==> config.mk <==
export PLATFORM = sky130hd
export DESIGN_NAME = bc_scheduler
export DESIGN_NICKNAME = d
export VERILOG_FILES = /design/src/rtl/bc_pkg.sv /design/src/rtl/bc_rr_arbiter.sv /design/src/rtl/bc_scheduler.sv
export SDC_FILE = /design/constraint.sdc
export NUM_CORES = 1
export LEC_CHECK = 0
export BUFFER_PORTS_ARGS = -buffer_cell sky130_fd_sc_hd__buf_2
export CORE_ASPECT_RATIO = 0.9
export CORE_MARGIN = 4
export CORE_UTILIZATION = 45
export CTS_CLUSTER_DIAMETER = 120
export DETAILED_ROUTE_END_ITERATION = 10
export PLACE_DENSITY = 0.75
export SYNTH_ARGS = -nofsm -noshare
export SYNTH_HDL_FRONTEND = slang
export SYNTH_SLANG_ARGS = --single-unit
==> constraint.sdc <==
create_clock -name clk -period 2.2 [get_ports clk]
set_clock_uncertainty 0.15 [all_clocks]
set_input_delay 0.33 -clock clk [delete_from_list [all_inputs] [get_ports clk]]
set_output_delay 0.33 -clock clk [all_outputs]
set_load 0.05 [all_outputs]
==> src/rtl/bc_pkg.sv <==
// Shared types, constants and the per-step control table
// for the bc_scheduler polynomial datapath controller.
package bc_pkg;

  localparam logic [4:0] STEP_LAST    = 5'd19;
  localparam logic [4:0] STEP_CAPTURE = 5'd20;

  typedef enum logic [2:0] {
    IDLE,
    LOAD,
    RUN,
    CAPTURE,
    RESP
  } state_t;

  typedef struct packed {
    logic       LX;
    logic       LS;
    logic       LH;
    logic       Hula;
    logic [1:0] M0;
    logic [1:0] M1;
    logic [1:0] M2;
  } ctrl_word_t;

  // Step 1 is the LOAD cycle; step 20 (capture) and anything outside 1..19 is idle.
  function automatic ctrl_word_t step_ctrl(input logic [4:0] step);
    ctrl_word_t c;
    c = '0;
    case (step)
      5'd1:  c.LX = 1'b1;
      5'd2:  c.M1 = 2'd1;
      5'd3:  begin c.M1 = 2'd1; c.Hula = 1'b1; end
      5'd4:  begin c.M1 = 2'd1; c.Hula = 1'b1; c.LH = 1'b1; end
      5'd5:  c.M0 = 2'd1;
      5'd6:  begin c.M0 = 2'd1; c.M2 = 2'd3; end
      5'd7:  begin c.M0 = 2'd1; c.M2 = 2'd3; c.Hula = 1'b1; end
      5'd8:  begin c.M0 = 2'd1; c.M2 = 2'd3; c.Hula = 1'b1; c.LH = 1'b1; end
      5'd9:  c.M0 = 2'd2;
      5'd10: c.M0 = 2'd2;
      5'd11: begin c.M0 = 2'd2; c.Hula = 1'b1; end
      5'd12: begin c.M0 = 2'd2; c.Hula = 1'b1; c.LS = 1'b1; end
      5'd13: begin c.M1 = 2'd2; c.M2 = 2'd3; end
      5'd14: begin c.M1 = 2'd2; c.M2 = 2'd3; end
      5'd15: begin c.M1 = 2'd2; c.M2 = 2'd3; c.LH = 1'b1; end
      5'd16: c.M0 = 2'd3;
      5'd17: begin c.M0 = 2'd3; c.M2 = 2'd3; end
      5'd18: begin c.M0 = 2'd3; c.M2 = 2'd3; end
      5'd19: begin c.M0 = 2'd3; c.M2 = 2'd3; c.LS = 1'b1; end
      default: c = '0;
    endcase
    return c;
  endfunction

endpackage

==> src/rtl/bc_rr_arbiter.sv <==
// Two-way round-robin arbiter; the pointer is held by the caller and
// only advances when both requesters contend for a grant.
module bc_rr_arbiter (
  input  logic [1:0] req,
  input  logic       ptr,
  input  logic       en,
  output logic       grant_valid,
  output logic       grant_id,
  output logic       ptr_next
);

  always_comb begin
    grant_valid = 1'b0;
    grant_id    = 1'b0;
    ptr_next    = ptr;
    if (en) begin
      case (req)
        2'b01: begin
          grant_valid = 1'b1;
          grant_id    = 1'b0;
        end
        2'b10: begin
          grant_valid = 1'b1;
          grant_id    = 1'b1;
        end
        2'b11: begin
          grant_valid = 1'b1;
          grant_id    = ptr;
          ptr_next    = ~ptr;
        end
        default: grant_valid = 1'b0;
      endcase
    end
  end

endmodule

==> src/rtl/bc_scheduler.sv <==
// Shares the polynomial datapath between two requesters: grants a job, plays
// the 20-step control sequence and returns the captured S value.
module bc_scheduler
  import bc_pkg::*;
#(
  parameter int W    = 16,
  parameter int NREQ = 2
) (
  input  logic              clk,
  input  logic              reset,
  input  logic [NREQ-1:0]   req,
  input  logic [NREQ*W-1:0] op_x,
  output logic [NREQ-1:0]   req_ack,
  output logic              busy,
  output logic [W-1:0]      x_out,
  input  logic [W-1:0]      s_in,
  output logic              LX,
  output logic              LS,
  output logic              LH,
  output logic              Hula,
  output logic [1:0]        M0,
  output logic [1:0]        M1,
  output logic [1:0]        M2,
  output logic              rsp_valid,
  output logic              rsp_id,
  output logic [W-1:0]      rsp_data,
  input  logic              rsp_ready
);

  state_t            state_q, state_d;
  logic [4:0]        step_q, step_d;
  logic              ptr_q, ptr_d;
  ctrl_word_t        ctrl_q, ctrl_d;
  logic [NREQ-1:0]   ack_q, ack_d;
  logic              busy_q, busy_d;
  logic [W-1:0]      x_q, x_d;
  logic              rsp_valid_q, rsp_valid_d;
  logic              rsp_id_q, rsp_id_d;
  logic [W-1:0]      rsp_data_q, rsp_data_d;

  logic handshake;
  logic arb_en;
  logic grant_valid;
  logic grant_id;
  logic arb_ptr_next;

  // The handshake edge also arbitrates, so back-to-back jobs run 21 cycles apart.
  assign handshake = (state_q == RESP) && rsp_ready;
  assign arb_en    = (state_q == IDLE) || handshake;

  bc_rr_arbiter u_arb (
    .req         (req),
    .ptr         (ptr_q),
    .en          (arb_en),
    .grant_valid (grant_valid),
    .grant_id    (grant_id),
    .ptr_next    (arb_ptr_next)
  );

  always_comb begin
    state_d     = state_q;
    step_d      = step_q;
    ptr_d       = arb_ptr_next;
    ack_d       = '0;
    x_d         = x_q;
    rsp_valid_d = rsp_valid_q;
    rsp_id_d    = rsp_id_q;
    rsp_data_d  = rsp_data_q;

    case (state_q)
      IDLE: state_d = IDLE;
      LOAD: begin
        state_d = RUN;
        step_d  = step_q + 5'd1;
      end
      RUN: begin
        step_d = step_q + 5'd1;
        if (step_q == STEP_LAST) state_d = CAPTURE;
      end
      CAPTURE: begin
        state_d     = RESP;
        rsp_valid_d = 1'b1;
        rsp_data_d  = s_in;
      end
      RESP: begin
        if (rsp_ready) begin
          state_d     = IDLE;
          rsp_valid_d = 1'b0;
        end
      end
      default: state_d = IDLE;
    endcase

    if (grant_valid) begin
      state_d         = LOAD;
      step_d          = 5'd1;
      ack_d[grant_id] = 1'b1;
      x_d             = grant_id ? op_x[W +: W] : op_x[0 +: W];
      rsp_id_d        = grant_id;
    end

    busy_d = (state_d != IDLE);
    ctrl_d = ((state_d == LOAD) || (state_d == RUN)) ? step_ctrl(step_d) : '0;
  end

  always_ff @(posedge clk) begin
    if (reset) begin
      state_q     <= IDLE;
      step_q      <= '0;
      ptr_q       <= 1'b0;
      ctrl_q      <= '0;
      ack_q       <= '0;
      busy_q      <= 1'b0;
      x_q         <= '0;
      rsp_valid_q <= 1'b0;
      rsp_id_q    <= 1'b0;
      rsp_data_q  <= '0;
    end else begin
      state_q     <= state_d;
      step_q      <= step_d;
      ptr_q       <= ptr_d;
      ctrl_q      <= ctrl_d;
      ack_q       <= ack_d;
      busy_q      <= busy_d;
      x_q         <= x_d;
      rsp_valid_q <= rsp_valid_d;
      rsp_id_q    <= rsp_id_d;
      rsp_data_q  <= rsp_data_d;
    end
  end

  assign req_ack   = ack_q;
  assign busy      = busy_q;
  assign x_out     = x_q;
  assign LX        = ctrl_q.LX;
  assign LS        = ctrl_q.LS;
  assign LH        = ctrl_q.LH;
  assign Hula      = ctrl_q.Hula;
  assign M0        = ctrl_q.M0;
  assign M1        = ctrl_q.M1;
  assign M2        = ctrl_q.M2;
  assign rsp_valid = rsp_valid_q;
  assign rsp_id    = rsp_id_q;
  assign rsp_data  = rsp_data_q;

endmodule

==> results.cfg <==
[sta]
setup_tns_ns = 0
hold_viol = 0
drv_slew = 0
hold_ws_ns = 0.0910
setup_viol = 0
slew_headroom_pct = 61.4
rsz0062_at_grt = no
worst_slew_pin_slew_ns = 0.578
fin_crit_sh_pct = 93.4
fmax_mhz = 487
min_period_ns = 2.05

[final_layout]
final_common_cell = buf_2
area_delta_synth_final_pct = 27.9
final_cell_mix = buf_2, dfxtp_1, nand2_1, nor2_1, a21oi_1
antenna_cells = 0
num-nets-final = 425
utilization_pct = 59.2
nFillCells = 477
drive_above_1_share_pct = 34.9

[yosys]
avgSynthCellArea_um2 = 8.87
synth_nets = 328
synth_top_area_cell = dfxtp_1
ys_warn_count = 0
syn_inst = 274
synthArstFlopShare_pct = 0
yosysSeqAreaShare_pct = 45.3
synth_edf_count = 0
syn_area_um2 = 2430
synth.top_cell.area_share_pct = 45.3
yosys-top-cells-area = dfxtp_1, mux2i_1, nand2_1
synth_cell_type_count = 44
ys_seq_elements = 55
synth_top_flop_cell = dfxtp_1

[placed_design]
portBuffers = 99
place.detailed.hpwl_mm = 4.24
place.gp.congestion = 0.808

[detailed_routing]
top_layer = met4
viasPerCell = 4.98
dr.pass1.iters = 4
drt-initial-drc-count = 134
met1_length_mm = 2.51
detail-route-antenna-nets = 0
drc_errors = 0
wl_per_cell_um = 13.0
vias = 2187
met2_length_mm = 2.69
drt-total-wl_mm = 5.70
routed-wl-met3_um = 400

[clocking]
htreeDepth = 2
cts_buffer_depth = 2
path_clk_slew_ns = 0.10
clk_latency_ns = 0.31
cts_hold_buf = 0
numCtsBuffers = 5
clock_sinks = 55
root_buffer = clkbuf_8
cts_tree = yes

[job]
timing.max_cap.violations = 0

[global_routing]
antenna_found_initial = 0
grt_max_degree = 35
gr-total-overflow = 0
grt_use_total_pct = 17.2
grt_pass1_wl_mm = 9.32
grt_pass1_vias = 2117

[worst_hold_path]
hold_path_class = input pin to flop

[power_and_ir_drop]
pwr_density_cell_nw_per_um2 = 894
peakVddDrop_v = 0.000498
power.leakage_uw = 0.00146

[critical_path]
cp_data_required_time_ns = 2.25
worstSetupPathType = flop to flop
cp-start-kind = flop
worstSetupEndpointType = flop
crit_path_max_fanout = 8
cp.arrival_ns = 2.10

[floorplanning]
core-area_um2 = 5260
die_area_um2 = 6640
start_util_pct = 46.3
die_w_um = 85.5
die_h_um = 77.7
ios = 100
rows = 25

[outcome]
status = finished clean
## worst max-delay path, stage by stage, from the launching register on
cell	delay, ns
dfxtp_2	0.38
xnor2_2	0.38
buf_4	0.23
o21ai_1	0.09
o41ai_4	0.07
buf_4	0.20
xor2_1	0.18
a2bb2oi_1	0.18
o21ai_1	0.07
## per-stage QoR
stage / instance area [um2] / total power [uW] / worst slack (ns) / instances
4_1_cts: 3080 / 2770 / 0.0673 / 437
3_5_place_dp: 2970 / 2090 / 0.0837 / 429
6_report: 3110 / 2780 / 0.145 / 439
2_1_floorplan: 2430 / 1880 / 0.303 / 274
3_3_place_gp: 2970 / 2070 / 0.148 / 429
5_1_grt: 3110 / 2920 / 0.00890 / 439
## cells by family (layout without fill, tap and decap cells)
| kind of cell | count (synthesis) | after routing | synth area share [%] |
|---|---|---|---|
| compound gates | 62 | 62 | 17.4 |
| xor+xnor | 4 | 4 | 2.06 |
| fa+ha+maj | 1 | 1 | 0.515 |
| buf+inv | 22 | 120 | 4.94 |
| flops | 55 | 55 | 45.3 |
| mux | 18 | 18 | 7.41 |
| simple gates | 112 | 112 | 22.4 |
## repair_timing
action                                 CTS  global route
buffers inserted                         0             2
setup endpoints to repair                0             6
endpoints found under the hold margin    0             0
gates resized for setup                  0             3
## area by class of cell
class / count / area [um2] / share of cell area (%)
Tap cell: 67 / 83.8 / 2.70
Clock buffer: 5 / 68.8 / 2.21
Clock inverter: 3 / 46.3 / 1.49
Multi-Input combinational cell: 197 / 1220 / 39.3
Timing Repair Buffer: 110 / 578 / 18.6
Inverter: 2 / 7.51 / 0.241
Sequential cell: 55 / 1100 / 35.5
## power by group
part	leakage [uW]	internal [uW]	switching (uW)
registers	0.000450	1090	56.9
logic	0.000955	310	633
clock network	0.0000548	343	345
total	0.00146	1740	1030
## worst paths after layout
kind                         endpoint  slack [ns]                startpoint  cells past startpoint
max reg2reg          M2[0]$_SDFF_PP0_        0.15     state_q[1]$_SDFF_PP0_                      8
min          rsp_data[0]$_SDFFE_PP0N_        0.09                   s_in[0]                      3
max                  M2[0]$_SDFF_PP0_        0.15     state_q[1]$_SDFF_PP0_                      8
min reg2reg  rsp_data[7]$_SDFFE_PP0N_        0.31  rsp_data[7]$_SDFFE_PP0N_                      2
## synth_stat cells, drive strengths merged, types with 2 or more instances
cell,n
dfxtp,55
nand2,46
nor2,33
a21oi,26
mux2i,18
a211oi,17
buf,11
clkbuf,9
nor3,9
o21ai,7
nand3,5
nor3b,3
a31oi,2
a32oi,2
and2,2
inv,2
nand2b,2
nand3b,2
nand4b,2
nor2b,2
o22ai,2
xnor2,2
xor2,2
## registers in the layout (all words and copies together), names as in the netlist, 2 cells and up
register / flops
M1: 2
M0: 2
req_ack: 2
x_out: 16
state_q: 3
step_q: 5
rsp_data: 16
## routing by layer
metal	track usage (%)	up-vias
li1	-	1149
met1	20.5	963
met2	28.8	66
met3	5.41	9
met4	6.65	0
met5	0	-
(Power assumes the default switching activity.)
